===== src/rtl/rom_read_frontend_pkg.sv =====
// Shared constants and the response-entry layout for the boot ROM read front end.
package rom_read_frontend_pkg;

  localparam int unsigned ROM_ADDR_W   = 10;
  localparam int unsigned ROM_SIZE     = 1024;
  localparam logic [31:0] BOOTROM_BASE = 32'h0000_0000;
  localparam int unsigned RESP_ENTRY_W = 65;

  typedef struct packed {
    logic [31:0] data;
    logic [31:0] addr;
    logic        err;
  } resp_entry_t;

endpackage


===== src/rtl/rom_read_frontend_if.sv =====
// Request/response handshake bundle between the fetch/load path and the ROM front end.
interface rom_read_frontend_if;

  logic        REQ_VALID;
  logic        REQ_READY;
  logic [31:0] REQ_ADDR;
  logic        RESP_VALID;
  logic        RESP_READY;
  logic [31:0] RESP_DATA;
  logic [31:0] RESP_ADDR;
  logic        RESP_ERR;

  modport master (
    output REQ_VALID, REQ_ADDR, RESP_READY,
    input  REQ_READY, RESP_VALID, RESP_DATA, RESP_ADDR, RESP_ERR
  );

  modport slave (
    input  REQ_VALID, REQ_ADDR, RESP_READY,
    output REQ_READY, RESP_VALID, RESP_DATA, RESP_ADDR, RESP_ERR
  );

endinterface


===== src/rtl/rom_read_frontend_fifo.sv =====
// First-word fall-through synchronous FIFO; head data is read combinationally at the read pointer.
module sync_fifo_fwft #(
  parameter int unsigned DATA_W = 65,
  parameter int unsigned DEPTH  = 4
) (
  input  logic                     CLK,
  input  logic                     RST,
  input  logic                     PUSH,
  input  logic [DATA_W-1:0]        PDATA,
  input  logic                     POP,
  output logic [DATA_W-1:0]        HDATA,
  output logic                     EMPTY,
  output logic [$clog2(DEPTH):0]   COUNT
);

  localparam int unsigned PtrW = $clog2(DEPTH);

  logic [DATA_W-1:0] mem_q [DEPTH];
  logic [PtrW-1:0]   wptr_q, wptr_d;
  logic [PtrW-1:0]   rptr_q, rptr_d;
  logic [PtrW:0]     count_q, count_d;

  always_comb begin
    wptr_d  = wptr_q;
    rptr_d  = rptr_q;
    count_d = count_q;
    if (PUSH) wptr_d = wptr_q + 1'b1;
    if (POP)  rptr_d = rptr_q + 1'b1;
    unique case ({PUSH, POP})
      2'b10:   count_d = count_q + 1'b1;
      2'b01:   count_d = count_q - 1'b1;
      default: count_d = count_q;
    endcase
  end

  // Storage is reset so the head outputs read as zero while empty after reset.
  always_ff @(posedge CLK or negedge RST) begin
    if (!RST) begin
      wptr_q  <= '0;
      rptr_q  <= '0;
      count_q <= '0;
      for (int i = 0; i < int'(DEPTH); i++) mem_q[i] <= '0;
    end else begin
      wptr_q  <= wptr_d;
      rptr_q  <= rptr_d;
      count_q <= count_d;
      if (PUSH) mem_q[wptr_q] <= PDATA;
    end
  end

  assign HDATA = mem_q[rptr_q];
  assign EMPTY = (count_q == '0);
  assign COUNT = count_q;

endmodule


===== src/rtl/rom_read_frontend.sv =====
// Boot ROM read-port front end: range/alignment check, one-cycle pending stage, credit-based
// issue into a response FIFO so consumer backpressure never drops returned data.
module rom_read_frontend
  import rom_read_frontend_pkg::*;
#(
  parameter int unsigned WIDTH      = ROM_ADDR_W,
  parameter int unsigned SIZE       = ROM_SIZE,
  parameter logic [31:0] BASE_ADDR  = BOOTROM_BASE,
  parameter int unsigned FIFO_DEPTH = 4
) (
  input  logic                 CLK,
  input  logic                 RST,
  rom_read_frontend_if.slave   bus,
  output logic                 ROM_RDEN,
  output logic [WIDTH-1:0]     ROM_RIADDR,
  input  logic                 ROM_RVALID,
  input  logic [31:0]          ROM_RDATA,
  input  logic [WIDTH-1:0]     ROM_ROADDR
);

  localparam int unsigned CntW  = $clog2(FIFO_DEPTH) + 1;
  localparam int unsigned UsedW = CntW + 1;
  localparam logic [32:0] RangeBytes = 33'(SIZE) * 33'd4;

  logic              req_ready;
  logic              accept;
  logic              req_err;
  logic [32:0]       offset;
  logic [UsedW-1:0]  used;
  logic              p_valid_q, p_valid_d;
  logic              p_err_q, p_err_d;
  logic [31:0]       p_addr_q, p_addr_d;
  logic [CntW-1:0]   fifo_count;
  logic              fifo_empty;
  logic              pop;
  resp_entry_t       push_entry;
  resp_entry_t       head_entry;

  // Credit: a slot is reserved for every read still in the pending stage.
  always_comb begin
    used      = UsedW'(fifo_count) + UsedW'(p_valid_q);
    req_ready = RST && (used < UsedW'(FIFO_DEPTH));
  end

  always_comb begin
    // 33-bit subtraction so an address below the base cannot wrap into range.
    offset     = {1'b0, bus.REQ_ADDR} - {1'b0, BASE_ADDR};
    req_err    = (bus.REQ_ADDR[1:0] != 2'b00) || offset[32] || (offset >= RangeBytes);
    accept     = bus.REQ_VALID && req_ready;
    ROM_RDEN   = accept && !req_err;
    ROM_RIADDR = accept ? offset[WIDTH+1:2] : '0;
    p_valid_d  = accept;
    p_err_d    = p_err_q;
    p_addr_d   = p_addr_q;
    if (accept) begin
      p_err_d  = req_err;
      p_addr_d = bus.REQ_ADDR;
    end
  end

  always_ff @(posedge CLK or negedge RST) begin
    if (!RST) begin
      p_valid_q <= 1'b0;
      p_err_q   <= 1'b0;
      p_addr_q  <= '0;
    end else begin
      p_valid_q <= p_valid_d;
      p_err_q   <= p_err_d;
      p_addr_q  <= p_addr_d;
    end
  end

  always_comb begin
    push_entry.data = p_err_q ? 32'h0 : ROM_RDATA;
    push_entry.addr = p_addr_q;
    push_entry.err  = p_err_q;
    pop             = !fifo_empty && bus.RESP_READY;
  end

  sync_fifo_fwft #(
    .DATA_W (RESP_ENTRY_W),
    .DEPTH  (FIFO_DEPTH)
  ) u_resp_fifo (
    .CLK   (CLK),
    .RST   (RST),
    .PUSH  (p_valid_q),
    .PDATA (push_entry),
    .POP   (pop),
    .HDATA (head_entry),
    .EMPTY (fifo_empty),
    .COUNT (fifo_count)
  );

  assign bus.REQ_READY  = req_ready;
  assign bus.RESP_VALID = !fifo_empty;
  assign bus.RESP_DATA  = head_entry.data;
  assign bus.RESP_ADDR  = head_entry.addr;
  assign bus.RESP_ERR   = head_entry.err;

`ifndef SYNTHESIS
  // Skips the first edge after reset release so a stale ROM return is not flagged.
  logic chk_en_q;
  always_ff @(posedge CLK or negedge RST) begin
    if (!RST) chk_en_q <= 1'b0;
    else      chk_en_q <= 1'b1;
  end

  rvalid_consistent: assert property (@(posedge CLK) disable iff (!RST || !chk_en_q)
    ROM_RVALID == (p_valid_q && !p_err_q));

  roaddr_consistent: assert property (@(posedge CLK) disable iff (!RST || !chk_en_q)
    ROM_RVALID |-> (ROM_ROADDR == WIDTH'((p_addr_q - BASE_ADDR) >> 2)));
`endif

endmodule


===== src/flat_wrapper.sv =====
// flat-port wrapper written by rule: the top's interface ports become plain ports
module rom_read_frontend_flat import rom_read_frontend_pkg::*;
#(
  parameter int unsigned WIDTH      = ROM_ADDR_W,
  parameter int unsigned SIZE       = ROM_SIZE,
  parameter logic [31:0] BASE_ADDR  = BOOTROM_BASE,
  parameter int unsigned FIFO_DEPTH = 4
)
  (CLK, RST, ROM_RDEN, ROM_RIADDR, ROM_RVALID, ROM_RDATA, ROM_ROADDR, bus_REQ_VALID, bus_REQ_ADDR, bus_RESP_READY, bus_REQ_READY, bus_RESP_VALID, bus_RESP_DATA, bus_RESP_ADDR, bus_RESP_ERR);
  rom_read_frontend_if bus_i ();
  input  logic CLK;
  input  logic RST;
  output logic ROM_RDEN;
  output logic [WIDTH-1:0] ROM_RIADDR;
  input  logic ROM_RVALID;
  input  logic [31:0] ROM_RDATA;
  input  logic [WIDTH-1:0] ROM_ROADDR;
  input wire logic [$bits(bus_i.REQ_VALID)-1:0] bus_REQ_VALID;
  input wire logic [$bits(bus_i.REQ_ADDR)-1:0] bus_REQ_ADDR;
  input wire logic [$bits(bus_i.RESP_READY)-1:0] bus_RESP_READY;
  output wire logic [$bits(bus_i.REQ_READY)-1:0] bus_REQ_READY;
  output wire logic [$bits(bus_i.RESP_VALID)-1:0] bus_RESP_VALID;
  output wire logic [$bits(bus_i.RESP_DATA)-1:0] bus_RESP_DATA;
  output wire logic [$bits(bus_i.RESP_ADDR)-1:0] bus_RESP_ADDR;
  output wire logic [$bits(bus_i.RESP_ERR)-1:0] bus_RESP_ERR;
  assign bus_i.REQ_VALID = bus_REQ_VALID;
  assign bus_i.REQ_ADDR = bus_REQ_ADDR;
  assign bus_i.RESP_READY = bus_RESP_READY;
  assign bus_REQ_READY = bus_i.REQ_READY;
  assign bus_RESP_VALID = bus_i.RESP_VALID;
  assign bus_RESP_DATA = bus_i.RESP_DATA;
  assign bus_RESP_ADDR = bus_i.RESP_ADDR;
  assign bus_RESP_ERR = bus_i.RESP_ERR;
  rom_read_frontend #(.WIDTH(WIDTH), .SIZE(SIZE), .BASE_ADDR(BASE_ADDR), .FIFO_DEPTH(FIFO_DEPTH)) u_core (.CLK(CLK), .RST(RST), .bus(bus_i), .ROM_RDEN(ROM_RDEN), .ROM_RIADDR(ROM_RIADDR), .ROM_RVALID(ROM_RVALID), .ROM_RDATA(ROM_RDATA), .ROM_ROADDR(ROM_ROADDR));
endmodule

===== config.mk =====
export PLATFORM = sky130hd
export DESIGN_NAME = rom_read_frontend_flat
export DESIGN_NICKNAME = d
export VERILOG_FILES = /design/src/rtl/rom_read_frontend_pkg.sv /design/src/rtl/rom_read_frontend_if.sv /design/src/rtl/rom_read_frontend_fifo.sv /design/src/rtl/rom_read_frontend.sv /design/src/flat_wrapper.sv
export SDC_FILE = /design/constraint.sdc
export NUM_CORES = 1
export LEC_CHECK = 0
export ABC_AREA = 0
export BUFFER_PORTS_ARGS = -buffer_cell sky130_fd_sc_hd__buf_2
export CAP_MARGIN = 40
export CORE_ASPECT_RATIO = 0.75
export CORE_MARGIN = 10
export CORE_UTILIZATION = 50
export CTS_CLUSTER_DIAMETER = 100
export DETAILED_ROUTE_END_ITERATION = 10
export PLACE_DENSITY = 0.73
export RECOVER_POWER = 25
export SETUP_SLACK_MARGIN = 0.1
export SLEW_MARGIN = 20
export SYNTH_ARGS = -nofsm -noshare
export SYNTH_HDL_FRONTEND = slang
export SYNTH_SLANG_ARGS = --single-unit

===== constraint.sdc =====
create_clock -name CLK -period 1.7 [get_ports CLK]
set_input_delay 0.255 -clock CLK [delete_from_list [all_inputs] [get_ports CLK]]
set_output_delay 0.255 -clock CLK [all_outputs]
set_load 0.1 [all_outputs]

# After elaboration in Yosys (flattened, before gate mapping)
# Index checks and enable logic that the tools add are counted.
[totals]
register_bits = 301
in_bits = 79
out_inout_bits = 78
[op_classes]
addsub = 5
order_cmp = 5
n_eq_ne = 2
mux = 9
bitwise = 2
n_reduce_logical = 11
[op_table]
columns = ["op", "count"]
rows = [
  ["bitwise mux 260 bit", 1],
  ["2-to-1 mux 65 bit", 3],
  ["binary-select mux 65 bit (select 2 bit)", 1],
  ["demux 65 bit (select 2 bit)", 1],
  [">= comparator 32 x 13 -> 1 bit, second input constant", 1],
  ["2-to-1 mux 32 bit", 1],
  ["2-to-1 mux 10 bit", 1],
  [">= comparator 3 bit, second input constant", 2],
  ["inverter 2 -> 3 bit", 2],
  ["case mux 3 bit (2 select lines)", 1],
  ["logical AND 1 bit", 5],
  ["adder 2 x 1 -> 2 bit, second input constant", 2],
  ["adder 3 x 1 -> 4 bit", 1],
  ["less-than comparator 4 x 3 -> 1 bit, second input constant", 1],
  ["nonzero test 2 bit", 2],
  ["adder 3 x 1 -> 3 bit, second input constant", 1],
  ["zero test 3 bit", 1],
  ["less-than comparator 3 x 1 -> 1 bit, second input constant", 1],
  ["subtractor 3 x 1 -> 3 bit, second input constant", 1],
  ["== test 2 x 1 -> 1 bit, second input constant", 1],
  ["== test 2 bit, second input constant", 1],
  ["zero test 1 bit", 2],
  ["logical OR 1 bit", 1],
]

# Longest topological paths before layout
[logic_depth]
word_depth = 6
ltp_mapped = 8
ltp_nobuf = 7

# By module
# Synthesis repeated with hierarchy kept, for this count alone.
[hier_totals]
hier_cells = 801
area_unflattened_um2 = 13499.2
[modules_own_cells]
columns = ["mod", "n_inst", "cells_per_inst", "area_each_um2"]
rows = [
  ["sync_fifo_fwft", 1, 664, 11706.2],
  ["rom_read_frontend", 1, 137, 1793.0],
]

# Worst setup path before layout
# Ideal clock, no wire load.
[synth_timing]
kind = "reg-to-output"
startpoint = "reg u_core.p_valid_q"
endpoint = "out ROM_RIADDR[1]"
arrival_ns = 1.750
required_ns = 1.445
path_slack_ns = -0.305
path_stages_with_launch = 7
path_cell_list = "dfrtp_1 buf_6 nand3_2 nand4_4 inv_1 buf_2 and2_1"
[synth_between]
elab_chain_len = 5
[synth_rtl]
columns = ["item", "line_no", "rtl"]
rows = [
  ["start, declared", "rom_read_frontend.sv:30", "logic p_valid_q, p_valid_d;"],
  ["start signal, assigned", "rom_read_frontend.sv:67", "p_valid_q <= p_valid_d;"],
  ["adder 3 x 1 -> 4 bit", "rom_read_frontend.sv:41", "used = UsedW'(fifo_count) + UsedW'(p_valid_q);"],
  ["less-than comparator 4 x 3 -> 1 bit", "rom_read_frontend.sv:42", "req_ready = RST && (used < UsedW'(FIFO_DEPTH));"],
  ["logical AND 1 bit", "rom_read_frontend.sv:42", ""],
  ["logical AND 1 bit", "rom_read_frontend.sv:49", "accept = bus.REQ_VALID && req_ready;"],
  ["named net u_core.accept", "rom_read_frontend.sv:26", "logic accept;"],
  ["2-to-1 mux 10 bit", "rom_read_frontend.sv:51", "ROM_RIADDR = accept ? offset[WIDTH+1:2] : '0;"],
  ["end, declared", "flat_wrapper.sv:14", "output logic [WIDTH-1:0] ROM_RIADDR;"],
]
# The timed path passes the listed nets, and every way through them passes these cells.

# Worst setup path after layout
[layout_timing]
startpoint = "reg u_core.u_resp_fifo.rptr_q[0]"
endpoint = "out bus_RESP_DATA[14]"
[layout_between]
elab_chain_len = 4
[layout_rtl]
columns = ["item", "line_no", "rtl"]
rows = [
  ["start, declared", "rom_read_frontend_fifo.sv:20", "logic [PtrW-1:0] rptr_q, rptr_d;"],
  ["start signal, assigned", "rom_read_frontend_fifo.sv:45", "rptr_q <= rptr_d;"],
  ["inverter 2 -> 3 bit (implied by the code)", "rom_read_frontend_fifo.sv:51", "assign HDATA = mem_q[rptr_q];"],
  ["binary-select mux 65 bit (select 2 bit)", "rom_read_frontend_fifo.sv:51", ""],
  ["2-to-1 mux 65 bit (implied by the code) (2 in series)", "rom_read_frontend_fifo.sv:51", ""],
  ["end, declared", "flat_wrapper.sv:23", "output wire logic [$bits(bus_i.RESP_DATA)-1:0] bus_RESP_DATA;"],
]
# Every way passes these cells. The select of a mux whose other input is x is not followed.

==> results.md <==
* Status: complete, but fails checks
* Failing checks: setup timing
* Crit path required time at between 1 and 1.5 ns
* DP HPWL at between 15000 and 20000 um
* # fillers at 1809
* Number of synthesized flops with an enable pin at 0
* Min setup slack post-route at -0.6657 ns
* CP Class: reg2out
* CP Launch Type: register
* Sequential Area at approximately 7500 sq um
* Nets at 1241
* CTS buffer count at 29
* Hold Path Class: in2reg
* Die height at about 160 um
* Post-route ant nets at 0
* Synth Flop Type: dfrtp_1
* Mean post-synth cell area at between 10 and 15 sq um
* Slew @ Worst Pin at 0.8308 ns
* Post-route minimum period at roughly 2.4 ns
* Post-Syn Area at around 13000 sq um
* Via-per-instance ratio at 5.455
* Total track usage at 0.1866
* Placed cell count at 1412
* Setup_tns at -44.39 ns
* Remaining Overflow, GRT at 0
* Antenna violations before repair at 2
* Reg2reg path depth at 9
* CTS Buffer Depth at 3
* Clock latency on the worst-skew pair at 0.54 ns
* Core Rows at a little over 50
* DIE AREA at between 30000 and 40000 sq um
* Clk pin slew, worst setup/hold paths at 0.06 ns
* RSZ-0062 raised after global routing: yes
* Critical path peak fanout at 7
* Crit. End Element: output port
* Drt first pass iters at 4
* Post-Syn Nets at ~1000
* Port bufs at 145
* CTS Sinks at between 300 and 400
* Drt total wl at 31730 um
* DP Worst Slack at -0.2646 ns
* R2R setup slack at -0.08 ns
* Clock Skew at around 0.012 ns
* TritonCTS clock tree: yes
* Area of the multi-input gates at approximately 5300 sq um
* Via count at 8302
* #FFs+latches synth at between 300 and 400
* Vias in the first global route at between 9000 and 10000
* Max-slew headroom at 0.4462
* R2R Path Start: u_core.u_resp_fifo.COUNT[0]$_DFFE_PN0P_
* Initial DRC count at 479
* Die span in x at around 210 um
* Hold Vio Cnt, Final at 0
* Sequential share of the synthesized area at 0.5785
* Number of warning messages in the yosys log at 0
* Fin cells at between 1500 and 2000
* Setup crit start: u_core.u_resp_fifo.rptr_q[0]$_DFFE_PN0N_
* Clock root cell: clkbuf_16
* Area Overhead vs Synth at 30.11%
* Worst Hold Depth at 2
* Max Cap Viol at 0
* Crit path arrival time at about 2.1 ns
* DRC Markers at 0
* Share of cells above drive strength 1 at 0.4469
* CORE AREA at ~26000 sq um
* Synth unique cells at 30
* Commonest non-fill, non-tap cell in the layout: dfrtp_1
* Ys async rst share at 1.000
* Fmax at 422.7 MHz
* First-pass GRT wire length at around 50000 um
* H-tree Lvls at 1
* Most frequent cells in the layout: 299 x dfrtp_1, 132 x mux2_2, 131 x nand2_1
* Setup violations, final at 131
* Top Ports at approximately 160
* Critical path destination: bus_RESP_DATA[14]
* Crit share post-route at 1.392
* Reg-to-reg endpoint: u_core.u_resp_fifo.COUNT[2]$_DFFE_PN0P_
* Avg WL per Cell at between 20 and 25 um
* Largest net degree at the start of global routing at roughly 120
* Starting Density at 0.5050
* GPL Wtd Cong at 0.7496
* Final Max Slew Viols at 0
* Cells after Synth at 941
cell usage after synthesis (2+ instances only):
master,instances,share of area
nand2_1,135,0.039
mux2_4,10,0.012
a41oi_1,2,0.0013
xor2_1,3,0.0020
and2_1,10,0.0048
clkbuf_1,18,0.0052
nand2b_1,32,0.015
buf_12,4,0.0062
buf_2,34,0.013
inv_1,8,0.0023
nor2_1,2,0.00058
nor4_1,7,0.0034
mux2_2,154,0.13
buf_4,3,0.0017
mux4_2,65,0.11
nand3_1,2,0.00077
buf_6,5,0.0043
xnor2_1,3,0.0020
o21ai_0,129,0.050
dfrtp_1,301,0.58
ha_1,5,0.0048
worst max-delay path, cell delays in order, from the launching register on:
cell and delay, ns:
dfrtp_4 0.49, buf_12 0.16, buf_12 0.13, buf_16 0.14, mux4_2 0.46, buf_12 0.19
through the flow:
stage,cell area (sq um),hold slack (ns),util
6_report,16940,0.02734,0.6571
3_5_place_dp,14660,0.06369,0.5685
4_1_cts,16560,0.0001042,0.6423
3_3_place_gp,14660,0.05973,0.5685
2_1_floorplan,13060,-0.04059,-
5_1_grt,16940,0.008139,0.6571
timing repair:
action / in CTS / in global routing
pin swaps: 8 / 8
hold buffers: 26 / 0
setup endpoints to repair: 93 / 169
gates resized for setup: 160 / 60
cloned: 3 / 4
buffers inserted: 14 / 12
endpoints found under the hold margin: 326 / 0
cell type report:
cell class	count	share of cell area
sequential	301	0.4449
multi-input combinational	568	0.3107
timing repair buffer	248	0.1606
clock buffer	43	0.05008
tap	344	0.02541
clock inverter	9	0.005613
inverter	8	0.002511
antenna	1	0.0001477
routing by layer:
metal | GRT usage | vias to the layer above | part of all wire
met5 | 0 | - | 0.00041
met2 | 0.3035 | 198 | 0.49
li1 | - | 3784 | -
met3 | 0.04913 | 36 | 0.064
met4 | 0.03674 | 2 | 0.014
met1 | 0.2478 | 4282 | 0.44
state kept, by name, summed over array words and instances, names as in the netlist:
name / cells
u_core.u_resp_fifo.COUNT: 3
u_core.p_addr_q: 32
u_core.p_err_q: 1
u_core.u_resp_fifo.rptr_q: 2
u_core.u_resp_fifo.mem_q: 260
u_core.p_valid_q: 1
u_core.u_resp_fifo.wptr_q: 2
how the worst min path moves through the flow:
stage	startpoint	to	slack (ns)
global placement	RST	u_core.u_resp_fifo.COUNT[1]$_DFFE_PN0P_	0.06
global route	bus_REQ_ADDR[13]	u_core.p_addr_q[13]$_DFFE_PN0N_	0.008
floorplan	RST	u_core.p_addr_q[0]$_DFFE_PN0N_	-0.04
finish	bus_REQ_ADDR[6]	u_core.p_addr_q[6]$_DFFE_PN0N_	0.03
detailed placement	RST	u_core.u_resp_fifo.COUNT[1]$_DFFE_PN0P_	0.06
CTS	bus_REQ_ADDR[6]	u_core.p_addr_q[6]$_DFFE_PN0N_	0.0001
cell families (layout without fill, tap and decap cells):
logic type,after synthesis,in the layout,share of synthesized area
flops,301,301,0.5785
mux,230,230,0.2579
simple gates,194,194,0.06881
compound gates,132,132,0.05161
buf+inv,72,308,0.03277
fa+ha+maj,6,6,0.006343
xor+xnor,6,6,0.004037
other cells,0,1,0
Power is left out: the tool's default activity adds up to more than one toggle a clock period on the data nets, which glitch-free logic cannot reach.
